## src/rtl/ifu_fetch.sv

```systemverilog
// Instruction fetch unit: owns the PC, issues word fetches over a valid/ready
// request channel, captures the in-order response and holds it for decode.
// Redirects from downstream restart fetch; a response already in flight when
// a redirect lands is discarded via the drop flag.
module ifu_fetch #(
  parameter logic [31:0] RESET_PC = 32'h8000_0000,
  parameter int unsigned XLEN     = 32
) (
  input  logic            clk,
  input  logic            rst,
  output logic            mem_req_valid,
  input  logic            mem_req_ready,
  output logic [XLEN-1:0] mem_req_addr,
  input  logic            mem_rsp_valid,
  input  logic [XLEN-1:0] mem_rsp_data,
  output logic            inst_valid,
  input  logic            inst_ready,
  output logic [XLEN-1:0] inst,
  output logic [XLEN-1:0] inst_pc,
  input  logic            redirect_valid,
  input  logic [XLEN-1:0] redirect_pc
);

  typedef enum logic [1:0] {
    ST_IDLE = 2'd0,
    ST_REQ  = 2'd1,
    ST_WAIT = 2'd2,
    ST_HOLD = 2'd3
  } state_t;

  state_t          state_q, state_d;
  logic [XLEN-1:0] pc_q, pc_d;
  logic            drop_q, drop_d;
  logic [XLEN-1:0] inst_q, inst_d;
  logic [XLEN-1:0] inst_pc_q, inst_pc_d;

  // State register; reset takes priority over every handshake and redirect.
  always_ff @(posedge clk) begin
    if (rst) begin
      state_q   <= ST_IDLE;
      pc_q      <= RESET_PC[XLEN-1:0];
      drop_q    <= 1'b0;
      inst_q    <= '0;
      inst_pc_q <= '0;
    end else begin
      state_q   <= state_d;
      pc_q      <= pc_d;
      drop_q    <= drop_d;
      inst_q    <= inst_d;
      inst_pc_q <= inst_pc_d;
    end
  end

  // Next-state logic; a redirect overrides every other event in its cycle.
  always_comb begin
    state_d   = state_q;
    pc_d      = pc_q;
    drop_d    = drop_q;
    inst_d    = inst_q;
    inst_pc_d = inst_pc_q;
    unique case (state_q)
      ST_IDLE: begin
        state_d = ST_REQ;
        if (redirect_valid) pc_d = redirect_pc;
      end
      ST_REQ: begin
        if (redirect_valid) begin
          pc_d = redirect_pc;
          if (mem_req_ready) begin
            // Request left with the old PC; its response must be thrown away.
            drop_d  = 1'b1;
            state_d = ST_WAIT;
          end
        end else if (mem_req_ready) begin
          state_d = ST_WAIT;
        end
      end
      ST_WAIT: begin
        if (redirect_valid) begin
          pc_d = redirect_pc;
          if (mem_rsp_valid) begin
            drop_d  = 1'b0;
            state_d = ST_REQ;
          end else begin
            drop_d = 1'b1;
          end
        end else if (mem_rsp_valid) begin
          if (drop_q) begin
            drop_d  = 1'b0;
            state_d = ST_REQ;
          end else begin
            inst_d    = mem_rsp_data;
            inst_pc_d = pc_q;
            state_d   = ST_HOLD;
          end
        end
      end
      ST_HOLD: begin
        if (redirect_valid) begin
          pc_d    = redirect_pc;
          state_d = ST_REQ;
        end else if (inst_ready) begin
          pc_d    = pc_q + XLEN'(4);
          state_d = ST_REQ;
        end
      end
      default: state_d = ST_IDLE;
    endcase
  end

  assign mem_req_valid = (state_q == ST_REQ);
  assign mem_req_addr  = pc_q;
  assign inst_valid    = (state_q == ST_HOLD);
  assign inst          = inst_q;
  assign inst_pc       = inst_pc_q;

endmodule
```

## config.mk

```make
export PLATFORM = sky130hd
export DESIGN_NAME = ifu_fetch
export DESIGN_NICKNAME = d
export VERILOG_FILES = /design/src/rtl/ifu_fetch.sv
export SDC_FILE = /design/constraint.sdc
export NUM_CORES = 1
export LEC_CHECK = 0
export CAP_MARGIN = 30
export CORE_MARGIN = 2
export CORE_UTILIZATION = 65
export DETAILED_ROUTE_END_ITERATION = 10
export DONT_BUFFER_PORTS = 1
export PLACE_DENSITY = 0.81
export SLEW_MARGIN = 25
export SYNTH_ARGS = -nofsm -noshare
export SYNTH_HDL_FRONTEND = slang
export SYNTH_SLANG_ARGS = --single-unit
```

## constraint.sdc

```tcl
create_clock -name clk -period 4.8 [get_ports clk]
set_clock_uncertainty 0.2 [all_clocks]
set_input_delay 0.72 -clock clk [delete_from_list [all_inputs] [get_ports clk]]
set_output_delay 0.72 -clock clk [all_outputs]
set_load 0.03 [all_outputs]
```

# --- Word-level counts from Yosys, hierarchy flattened ---
# Cells that the tools add are included.
word_totals:
  regBits: 99
  in_bits: 70
  out_inout_bits: 98
  wordCells: 42
classes:
  add_sub_neg: 1
  eq_ne: 9
  n_mux: 18
  bitwise: 2
  reduce_logical: 7
ops:
  columns: ["cell", "count"]
  rows:
  - ["$mux 32", 3]
  - ["$pmux 32 s2", 1]
  - ["$add 32x3->32 const B", 1]
  - ["$mux 2", 7]
  - ["$pmux 2 s4", 1]
  - ["$reduce_and 4->1", 2]
  - ["$ne 2x1->1 const B", 3]
  - ["$mux 1", 5]
  - ["$eq 2x2->1 const B", 2]
  - ["$ne 3x1->1 const B", 1]
  - ["$ne 3x3->1 const B", 1]
  - ["$reduce_and 3->1", 1]
  - ["$reduce_or 3->1", 1]
  - ["$eq 2x1->1 const B", 1]
  - ["$logic_not 2->1", 1]
  - ["$ne 2x2->1 const B", 1]
  - ["$not 1->1", 2]
  - ["$pmux 1 s2", 1]
  - ["$reduce_and 2->1", 1]
  - ["$reduce_bool 2->1", 1]

# --- Longest topological paths before layout ---
# Gate-level depths: netlist (run 1).
logic_depth:
  ltp_word: 4
  depth_mapped: 9
  ltp_nobuf: 7

# --- Worst setup path before layout (run 1) ---
# No wires, ideal clock.
synth_timing:
  path_kind: "register -> register"
  startpoint: "reg pc_q[2], in the netlist mem_req_addr[2]"
  endpoint: "reg pc_q[20], in the netlist mem_req_addr[20]"
  arrival_time_ps: 2182
  setup_slack_ps: 2344
  stages_incl_launch_ff: 7
  period_less_slack_ps: 2456
  cell_sequence: "dfxtp_1 > ha_1 > nand3_2 > or4_1 > clkbuf_2 > or4_1 > a31oi_1"
synth_via:
  elab_chain_cells: 4
synth_rtl:
  columns: ["item", "line", "text"]
  rows:
  - ["from (decl)", "32", "logic [XLEN-1:0] pc_q, pc_d;"]
  - ["from (signal assigned)", "41", "pc_q <= RESET_PC[XLEN-1:0];"]
  - ["from (signal assigned)", "47", "pc_q <= pc_d;"]
  - ["$add 32x3->32", "103", "pc_d = pc_q + XLEN'(4);"]
  - ["$mux 32", "102", "end else if (inst_ready) begin"]
  - ["$mux 32", "99", "if (redirect_valid) begin"]
  - ["$pmux 32 s2", "61", "unique case (state_q)"]
# Every way passes these cells. The select of a mux whose other input is x is not followed.
# A chain may end at the register's enable or synchronous reset.

# --- Final worst setup path (run 1) ---
layout_timing:
  startpoint: "reg pc_q[9], in the netlist mem_req_addr[9]"
  endpoint: "reg pc_q[31], in the netlist mem_req_addr[31]"
# Same word-level chain as after synthesis.

==> metrics, run 1 <==
synthesized-area fraction occupied by adder cells=1.43%; largest family of logic cells by synthesized area=simple AND/OR/NAND/NOR gates; R2R depth=5; RSZ-0062 raised after global routing=false; DR vias/cell=6.39; WL/cell=17.3 µm; first-pass GRT wire length=17900 µm; Post-Syn Nets=655; clock buffer depth=2; Post-Synth Simple-Gate Area=28.2%; outcome=finished clean; critical path fanouts, max=13; DR pass1 iterations=6; unique cell type count in the Yosys netlist=49; initial antenna violation count=1; nets@finish=631; GRT Overall Usage=29.9%; Synthesis Warnings=0; register bit total from synthesis=99; routed vias=4085; P_leak=1.52 nW; Final Slew Violations=0; Worst Hold Class=in2reg; Die Ht=86.2 µm; Routed Antenna Nets=0; critical path class=reg2reg; VDD IR max=0.000180 V; Pwr Total=0.00151 W; Yosys top cell by area=dfxtp_1; synthesized instance count=580; Avg Cell Area, Syn=7.57 µm²; Clock Pin Slew Worst Setup and Hold Paths=0.10 ns; largest net degree at the start of global routing=103; XOR/XNOR Fraction of Synth Area=0%; Post-synth top cells=nand2_1, dfxtp_1, a21oi_1; area grow syn2layout=4.45%; crit path DAT=2.87 ns; port buffer count=0; Cell Area, Synth=4390 µm²; Worst EP required=4.86 ns; EDFF count, synth=0; Worst setup EP type=flop; DP HPWL=7500 µm; final setup violation count=0; Skew-Pair Late Insertion Delay=0.36 ns; Final period util=58.4%; ys async rst share=0%; Routed WL=11100 µm; Max-Slew Margin vs Limit=42.9%; vias in the first global route=3818; grt ovf=0; sequential area share after synthesis=45.2%; Worst Tran Pin Value=0.857 ns; Most used DFF post-synth=dfxtp_1; post-synth top area share=45.2%; fin crit period=2.80 ns; pwr dens=330 nW/µm²; Die ar.=7420 µm²; initial DRC count=325; final worst slack=2.00 ns; Area contributors post-synth=dfxtp_1, nand2_1, a21oi_1, clkbuf_1, nor2_1; FMAX=357 MHz; worst hold stages=1; final setup TNS=0 ns; Compound-Gate Fraction of Synth Area=20.3%; Max Cap Violations=0; CP Launch Type=flop; Hold Vio Cnt, Final=0; fin cells=639; mux contribution to synthesized area=0.741%; H-tree Lvls=3; RD Place Congestion=0.849; Post-CTS Setup Bufs=0; placed cells=621; post-cts sizing count=0; Core Region=6420 µm²; DRC Markers=0; CTS Buf Count=9; count leader, synth=nand2_1; Die Wd=86.2 µm; CTS tree=yes; dpl ws=2.01 ns; share of cells above drive strength 1=6.24%; # IOs=168; Initial Util=68.3%; post-cts hold buffer count=0; row cnt=29; CTS root buffer=clkbuf_8; clock sink total=99
==> per-stage QoR <==
| step | instance area [µm²] | hold slack, ns | util (%) |
|---|---|---|---|
| 2_1_floorplan | 4390 | 0.297 | - |
| 3_3_place_gp | 4370 | 0.313 | 68.0 |
| 3_5_place_dp | 4380 | 0.340 | 68.2 |
| 4_1_cts | 4560 | 0.209 | 71.0 |
| 5_1_grt | 4580 | 0.202 | 71.4 |
| 6_report | 4580 | 0.210 | 71.4 |
==> final timing paths <==
kind / endpoint / from / slack, ns
worst max register to register: mem_req_addr[31]$_SDFFE_PP1P_ / mem_req_addr[9]$_SDFFE_PP0P_ / 2.00
worst min-delay path: inst_pc[11]$_SDFFE_PP0P_ / rst / 0.21
worst min register to register: drop_q$_SDFFE_PP0P_ / drop_q$_SDFFE_PP0P_ / 0.37
worst max-delay path: mem_req_addr[31]$_SDFFE_PP1P_ / mem_req_addr[9]$_SDFFE_PP0P_ / 2.00
==> flip-flops by register name, summed over array words and instances (netlist names) <==
name,count
mem_req_addr,32
state_q,2
inst_pc,32
inst,32
drop_q,1
==> critical path, cell delays in order, from the launching register on <==
cell and delay (ns):
dfxtp_1 0.67, nand4_1 0.31, nor2_1 0.62, nand4_1 0.28, or3_1 0.44, a21o_1 0.19
==> report_power, final <==
part | leakage [nW] | total (W) | internal (W) | switching [W]
clock network | 0.0921 | 0.000503 | 0.000197 | 0.000306
registers | 0.805 | 0.000923 | 0.000844 | 0.0000794
logic | 0.627 | 0.0000878 | 0.0000369 | 0.0000509
total | 1.52 | 0.00151 | 0.00108 | 0.000437
==> cell type report <==
class	instances	area, µm²
timing repair buffer	6	57.6
sequential	99	1980
clock inverter	7	58.8
inverter	6	22.5
antenna	1	2.50
clock buffer	9	124
fill	545	1840
tap	77	96.3
multi-input combinational	434	2240
==> kinds of logic (layout without fill, tap and decap cells) <==
| kind of cell | Yosys count | in the layout |
|---|---|---|
| DFF | 99 | 99 |
| muxes | 3 | 3 |
| and+or+nand+nor | 272 | 272 |
| buffers and inverters | 47 | 28 |
| other | 0 | 1 |
| AOI/OAI and AO/OA | 154 | 154 |
| adders and majority gates | 5 | 5 |
==> routing by layer <==
layer	routed length [µm]	global-route usage (%)
met5	0	0
met2	5350	48.3
met1	4400	36.8
met3	1050	9.14
met4	275	13.0
==> cells in the final DEF (no fill, tap or decap), drive strengths merged, types with 5 or more instances in the layout <==
master	count
nor3	13
nand4	12
and3	9
buf	6
nand2	159
clkbuf	9
o21ai	13
nor2	30
dfxtp	99
a31oi	12
nor4	5
or4	5
nand3	22
a21oi	94
a21o	7
or3	7
inv	9
ha	5
Note: power is estimated with default switching activity, not from simulation.
==> inputs of run 2 (changes only) <==
CORE_UTILIZATION = 63   (was 65)
PLACE_DENSITY = 0.79   (was 0.81)
clock period = 2.9 ns   (was 4.8 ns; I/O delays follow)
==> run 2 against run 1 <==
Net effect:
- global-route usage is 0.33 points lower
- die area grew 3.0%
- the flow now finishes with violations (hold timing)
- final cell count increased by 6.4%
- core utilization rose by 1.5 points
- sequential share of layout area shrank 3.0 points
- combinational power rose to 3.0 times the previous value
- via count rose by 3.5%
- worst hold slack worse by 0.21 ns
==> metrics, run 2 (synthesis gave the netlist of run 1 again) <==
Worst setup EP type=flop; P_leak=1.71 nW (+12%); Clk network pwr share=32.4% (-0.8 points); Max Cap Violations=0 (unchanged); clock buffer depth=2 (unchanged); crit-path most repeated cell=or4_1; final setup TNS=0 ns (unchanged); Initial Util=64.9% (-3.4 points); share of cells above drive strength 1=9.67% (+3.4 points); DR vias/cell=6.22 (-2.7%); post-cts sizing count=0 (unchanged); CP Launch Type=flop; hold path startpoint=mem_rsp_data[19]; initial DRC count=244 (-25%); RSZ-0062 raised after global routing=false; Worst Tran Pin Value=0.791 ns (-0.0661 ns); critical path class=reg2reg; Routed Antenna Nets=0 (unchanged); first-pass GRT wire length=18000 µm (+0.39%); VDD IR max=0.000355 V (+97%); Routed WL=11600 µm (+5.0%); largest net degree at the start of global routing=98 (-4.9%); DP HPWL=7670 µm (+2.2%); Net Sw Frac=29.3% (+0.47 points); CP peak stage delay=0.65 ns (-0.02 ns); R2R depth=4 (-1); clock sink total=99 (unchanged); diodes inserted=0 (-1); pwr dens=524 nW/µm² (+59%); Worst Setup SP=mem_req_addr[14]$_SDFFE_PP0P_; FMAX=410 MHz (+15%); Die Wd=87.5 µm (+1.5%); crit path DAT=2.52 ns (-0.35 ns); most common cell after layout, fill and taps aside=nand2_1; Hold Vio Cnt, Final=1 (+1); placed cells=647 (+4.2%); outcome=complete, but fails checks; Die ar.=7650 µm² (+3.0%); vias in the first global route=3822 (+0.10%); fin crit period=2.44 ns (-0.365 ns); RD Place Congestion=0.889 (+4.7%); DRC Markers=0 (unchanged); failing checks=hold timing; Skew-Pair Late Insertion Delay=0.36 ns (about the same); H-tree Lvls=3 (unchanged); final hold slack=-0.000384 ns (-0.210 ns); Worst path slowest cell=or4_1; grt met1 use=36.6% (-0.22 points); nets@finish=670 (+6.2%); crit path to=mem_req_addr[20]$_SDFFE_PP0P_; Final Slew Violations=0 (unchanged); GRT Overall Usage=29.6% (-0.33 points); routed vias=4229 (+3.5%); Reg2Reg Launch Point=mem_req_addr[14]$_SDFFE_PP0P_; CTS root buffer=clkbuf_8; Flop pwr share=57.2% (-3.8 points); met2 usage=48.8% (+0.56 points); initial antenna violation count=0 (-1); most frequent cells in the layout=nand2_1, dfxtp_1, a21oi_1; CTS Buf Count=9 (unchanged); Worst Hold Class=in2reg; critical path fanouts, max=7 (-6); Int Power=0.00182 W (+69%); Clock Pin Slew Worst Setup and Hold Paths=0.11 ns (about the same); R2R Path End=mem_req_addr[20]$_SDFFE_PP0P_; CTS tree=yes; # IOs=168 (unchanged); final core occ=72.9% (+1.5 points); Comb pwr share=10.3% (+4.5 points); final setup violation count=0 (unchanged); row cnt=30 (+3.4%); Max-Slew Margin vs Limit=47.3% (+4.4 points); Final period util=84.1% (+26 points); grt ovf=0 (unchanged); fin cells=680 (+6.4%); Core Region=6760 µm² (+5.2%); CP cell instances=nand3_1, or4_1, or4_1, a31oi_1; area grow syn2layout=12.3%; Worst EP required=2.98 ns (-1.88 ns); Die Ht=87.5 µm (+1.5%); DR pass1 iterations=4 (-2); Sw Pwr=0.000757 W (+73%); GRT busiest layer=met2; port buffer count=0 (unchanged); WL/cell=17.1 µm (-1.3%); setup slack, reg-to-reg=0.46 ns (-1.54 ns); met3 Track Usage GR=7.49% (-1.7 points)
run 2: cell count changes in the layout (fill, tap and decap cells not counted):
cell,change
buf_12,-1
buf_16,+1
buf_4,+23
clkinv_4,-1
clkinvlp_4,+1
diode_2,-1
dlygate4sd3_1,+16
inv_6,-1
inv_8,+1
run 2: worst min path at each step:
stage | depth (start not counted) | end | slack, ns
finish | 2 | inst[19]$_SDFFE_PP0P_ | -0.0004
global route | 2 | inst[30]$_SDFFE_PP0P_ | 0.005
CTS | 2 | inst[4]$_SDFFE_PP0P_ | 0.00001
detailed placement | 1 | mem_req_addr[14]$_SDFFE_PP0P_ | 0.31
global placement | 1 | inst_pc[12]$_SDFFE_PP0P_ | 0.31
floorplan | 2 | drop_q$_SDFFE_PP0P_ | 0.30
run 2: what timing repair did:
item / 4_1_cts / 5_1_grt
hold buffers: 17 / 0
setup buffers: 0 / 0
endpoints found under the hold margin: 97 / 0
setup endpoints to repair: 0 / 0
run 2: power groups by stage:
stage               logic [W]  registers, W  clock network, W
floorplan            0.000141       0.00154                 0
global placement     0.000214       0.00151                 0
detailed placement   0.000222       0.00151                 0
CTS                  0.000264       0.00148          0.000848
global route         0.000289       0.00148          0.000895
finish               0.000266       0.00148          0.000837
run 2: cell type report:
class / instances / area [µm²]
Sequential cell: 99 / 1980
Tap cell: 80 / 100
Multi-Input combinational cell: 434 / 2240
Clock buffer: 9 / 124
Inverter: 6 / 22.5
Fill cell: 535 / 1830
Timing Repair Buffer: 45 / 398
Clock inverter: 7 / 60.1
run 2: through the flow:
stage,hold slack [ns],setup WS [ns],instance area (µm²),power (W)
2_1_floorplan,0.297,0.444,4390,0.00168
3_3_place_gp,0.310,0.594,4550,0.00172
3_5_place_dp,0.311,0.510,4550,0.00173
4_1_cts,0.0000111,0.473,4930,0.00259
5_1_grt,0.00541,0.327,4930,0.00267
6_report,-0.000384,0.461,4930,0.00258
run 2: layer usage:
metal	vias to the layer above	wire length, µm
met5	-	0
met4	0	255
met3	20	1090
met2	184	5690
met1	1982	4610
li1	2043	-
run 2: critical path: cells and delay by family (launching register included):
family	cells	cell delay (ns)
flip-flops	1	0.63
AO/OA/AOI/OAI	1	0.17
AND/OR/NAND/NOR	3	1.36
==> inputs of run 3 (changes only) <==
CORE_UTILIZATION = 57   (was 63)
PLACE_DENSITY = 0.75   (was 0.79)
clock period = 2.1 ns   (was 2.9 ns; I/O delays follow)
==> run 3 against run 2 <==
Net effect:
- the run still ends with hold timing left
- non-clock buffer count is 8 higher
- register-to-register slack got worse by 0.37 ns
- final cell count up 4.3%
- sequential share of layout area fell by 0.45 points
- highest routed layer unchanged
==> metrics, run 3 (synthesis gave the netlist of run 1 again) <==
final core occ=68.5% (-4.4 points); Reg area=2010 µm² (+1.4%); Worst Hold Class=in2reg; # IOs=168 (unchanged); Die ar.=8420 µm² (+10%); critical path fanouts, max=6 (-1); Worst path slowest cell=or4_1; clock sink total=99 (unchanged); DP HPWL=8400 µm (+9.6%); DRC Markers=0 (unchanged); hold endpoint=mem_req_addr[13]$_SDFFE_PP0P_; area of the multi-input gates=2290 µm² (+2.1%); Max-Slew Margin vs Limit=60.7% (+13 points); failing checks=hold timing; fin cells=709 (+4.3%); Initial Util=59.5% (-5.4 points); Die Wd=91.7 µm (+4.9%); filler instances=638 (+19%); R2R Path End=mem_req_addr[25]$_SDFFE_PP0P_; Max Cap Violations=0 (unchanged); fin crit period=2.01 ns (-0.427 ns); hold path startpoint=rst; RD Place Congestion=0.914 (+2.9%); final setup TNS=0 ns (unchanged); initial DRC count=301 (+23%); most common cell after layout, fill and taps aside=nand2_1; final worst slack=0.0883 ns (-0.373 ns); Worst Tran Pin Value=0.589 ns (-0.202 ns); Final period util=95.8% (+12 points); outcome=complete, but fails checks; Clock Pin Slew Worst Setup and Hold Paths=0.10 ns (about the same); nets@finish=678 (+1.2%); CTS root buffer=clkbuf_8; Worst EP required=2.20 ns (-0.78 ns); routed vias=4315 (+2.0%); Core Region=7370 µm² (+9.1%); CTS tree=yes; Skew-Pair Late Insertion Delay=0.37 ns (about the same); CP cell instances=buf_4, nand4_1, nor2_4, nand2_1, or4_1, a31oi_1; Hold Vio Cnt, Final=98 (+97); R2R depth=6 (+2); post-cts hold buffer count=1 (-16); row cnt=31 (+3.3%); P_leak=1.77 nW (+3.6%); WL/cell=16.9 µm (-1.1%); initial antenna violation count=1 (+1); crit-path leading delay family=simple AND/OR/NAND/NOR gates; Routed WL=12000 µm (+3.1%); crit path DAT=2.11 ns (-0.41 ns); CP Launch Type=flop; DR pass1 iterations=5 (+1); dpl ws=0.0778 ns (-0.433 ns); H-tree Lvls=3 (unchanged); vias in the first global route=3979 (+4.1%); final setup violation count=0 (unchanged); GRT Overall Usage=27.9% (-1.7 points); worst hold stages=1 (-1); area grow syn2layout=15.1%; FMAX=497 MHz (+21%); placed cells=688 (+6.3%); CTS Buf Count=9 (unchanged); Buf/Inv on CP=1 (+1); Worst setup EP type=flop; VDD IR max=0.000412 V (+16%); first-pass GRT wire length=19000 µm (+5.8%); Die Ht=91.7 µm (+4.9%); largest net degree at the start of global routing=103 (+5.1%); port buffer count=0 (unchanged); CP peak stage delay=0.51 ns (-0.14 ns); setup slack, reg-to-reg=0.09 ns (-0.37 ns); Routed Antenna Nets=0 (unchanged); pwr dens=700 nW/µm² (+34%); Reg2Reg Launch Point=mem_req_addr[2]$_SDFFE_PP0P_; DR vias/cell=6.09 (-2.1%); share of cells above drive strength 1=17.1% (+7.4 points); critical path class=reg2reg; Final Slew Violations=0 (unchanged); grt ovf=0 (unchanged); final hold slack=-0.204 ns (-0.204 ns); clock buffer depth=2 (unchanged); most frequent cells in the layout=nand2_1, a21oi_1, dfxtp_1
[run 3: cell types whose count changed in the layout (fill, tap and decap cells not counted), moves of 3 or more]
| cell | delta |
|---|---|
| buf_4 | +22 |
| dfxtp_1 | -18 |
| dfxtp_2 | +16 |
| dlygate4sd3_1 | -15 |
| inv_6 | +4 |
| ha_1 | -3 |
[run 3: metrics by stage]
stage               area (µm²)  total power, W
floorplan                 4450         0.00233
global placement          4830         0.00242
detailed placement        4830         0.00243
CTS                       5010         0.00356
global route              5050         0.00368
finish                    5050         0.00354
[run 3: final cells by class]
class	instances	area share [%]
clock inverter	7	1.09
antenna	2	0.0991
timing repair buffer	53	8.42
sequential	99	39.8
inverter	6	0.446
multi-input combinational	434	45.3
tap	99	2.45
clock buffer	9	2.45
[run 3: report_power, final]
group | switching (W) | total, W | internal (W)
clock | 0.000693 | 0.00114 | 0.000451
combinational | 0.000246 | 0.000386 | 0.000140
sequential | 0.0000734 | 0.00201 | 0.00193
[run 3: worst register-to-register path, cell delays in order (launching register included)]
cell and delay (ns):
dfxtp_4 0.36, buf_4 0.19, nand4_1 0.20, nor2_4 0.21, nand2_1 0.12, or4_1 0.51, a31oi_1 0.16
[run 3: per-layer routing]
layer | routed length [µm] | up-vias | track usage [%] | part of all wire [%]
met4 | 216 | 0 | 9.95 | 1.8
met2 | 5850 | 202 | 46.9 | 49
met5 | 0 | - | 0 | 0
met1 | 4780 | 2026 | 33.7 | 40
met3 | 1150 | 20 | 8.63 | 9.6
li1 | - | 2067 | - | -
[run 3: timing repair]
item | in CTS | in global routing
hold endpoints to repair | 99 | 98
setup endpoints to repair | 0 | 19
gates resized for setup | 0 | 6
buffers inserted | 0 | 2
[run 3: how the worst max path moves through the flow]
stage	from	endpoint	slack [ns]	cells after the start
final	mem_req_addr[2]$_SDFFE_PP0P_	mem_req_addr[25]$_SDFFE_PP0P_	0.09	6
after CTS	mem_req_addr[3]$_SDFFE_PP0P_	mem_req_addr[20]$_SDFFE_PP0P_	0.05	5
after detailed placement	mem_req_addr[3]$_SDFFE_PP0P_	mem_req_addr[20]$_SDFFE_PP0P_	0.08	5
after floorplan	mem_req_addr[3]$_SDFFE_PP0P_	mem_req_addr[20]$_SDFFE_PP0P_	-0.008	6
after global routing	mem_req_addr[3]$_SDFFE_PP0P_	mem_req_addr[25]$_SDFFE_PP0P_	-0.04	6
after global placement	mem_req_addr[3]$_SDFFE_PP0P_	mem_req_addr[20]$_SDFFE_PP0P_	0.13	5
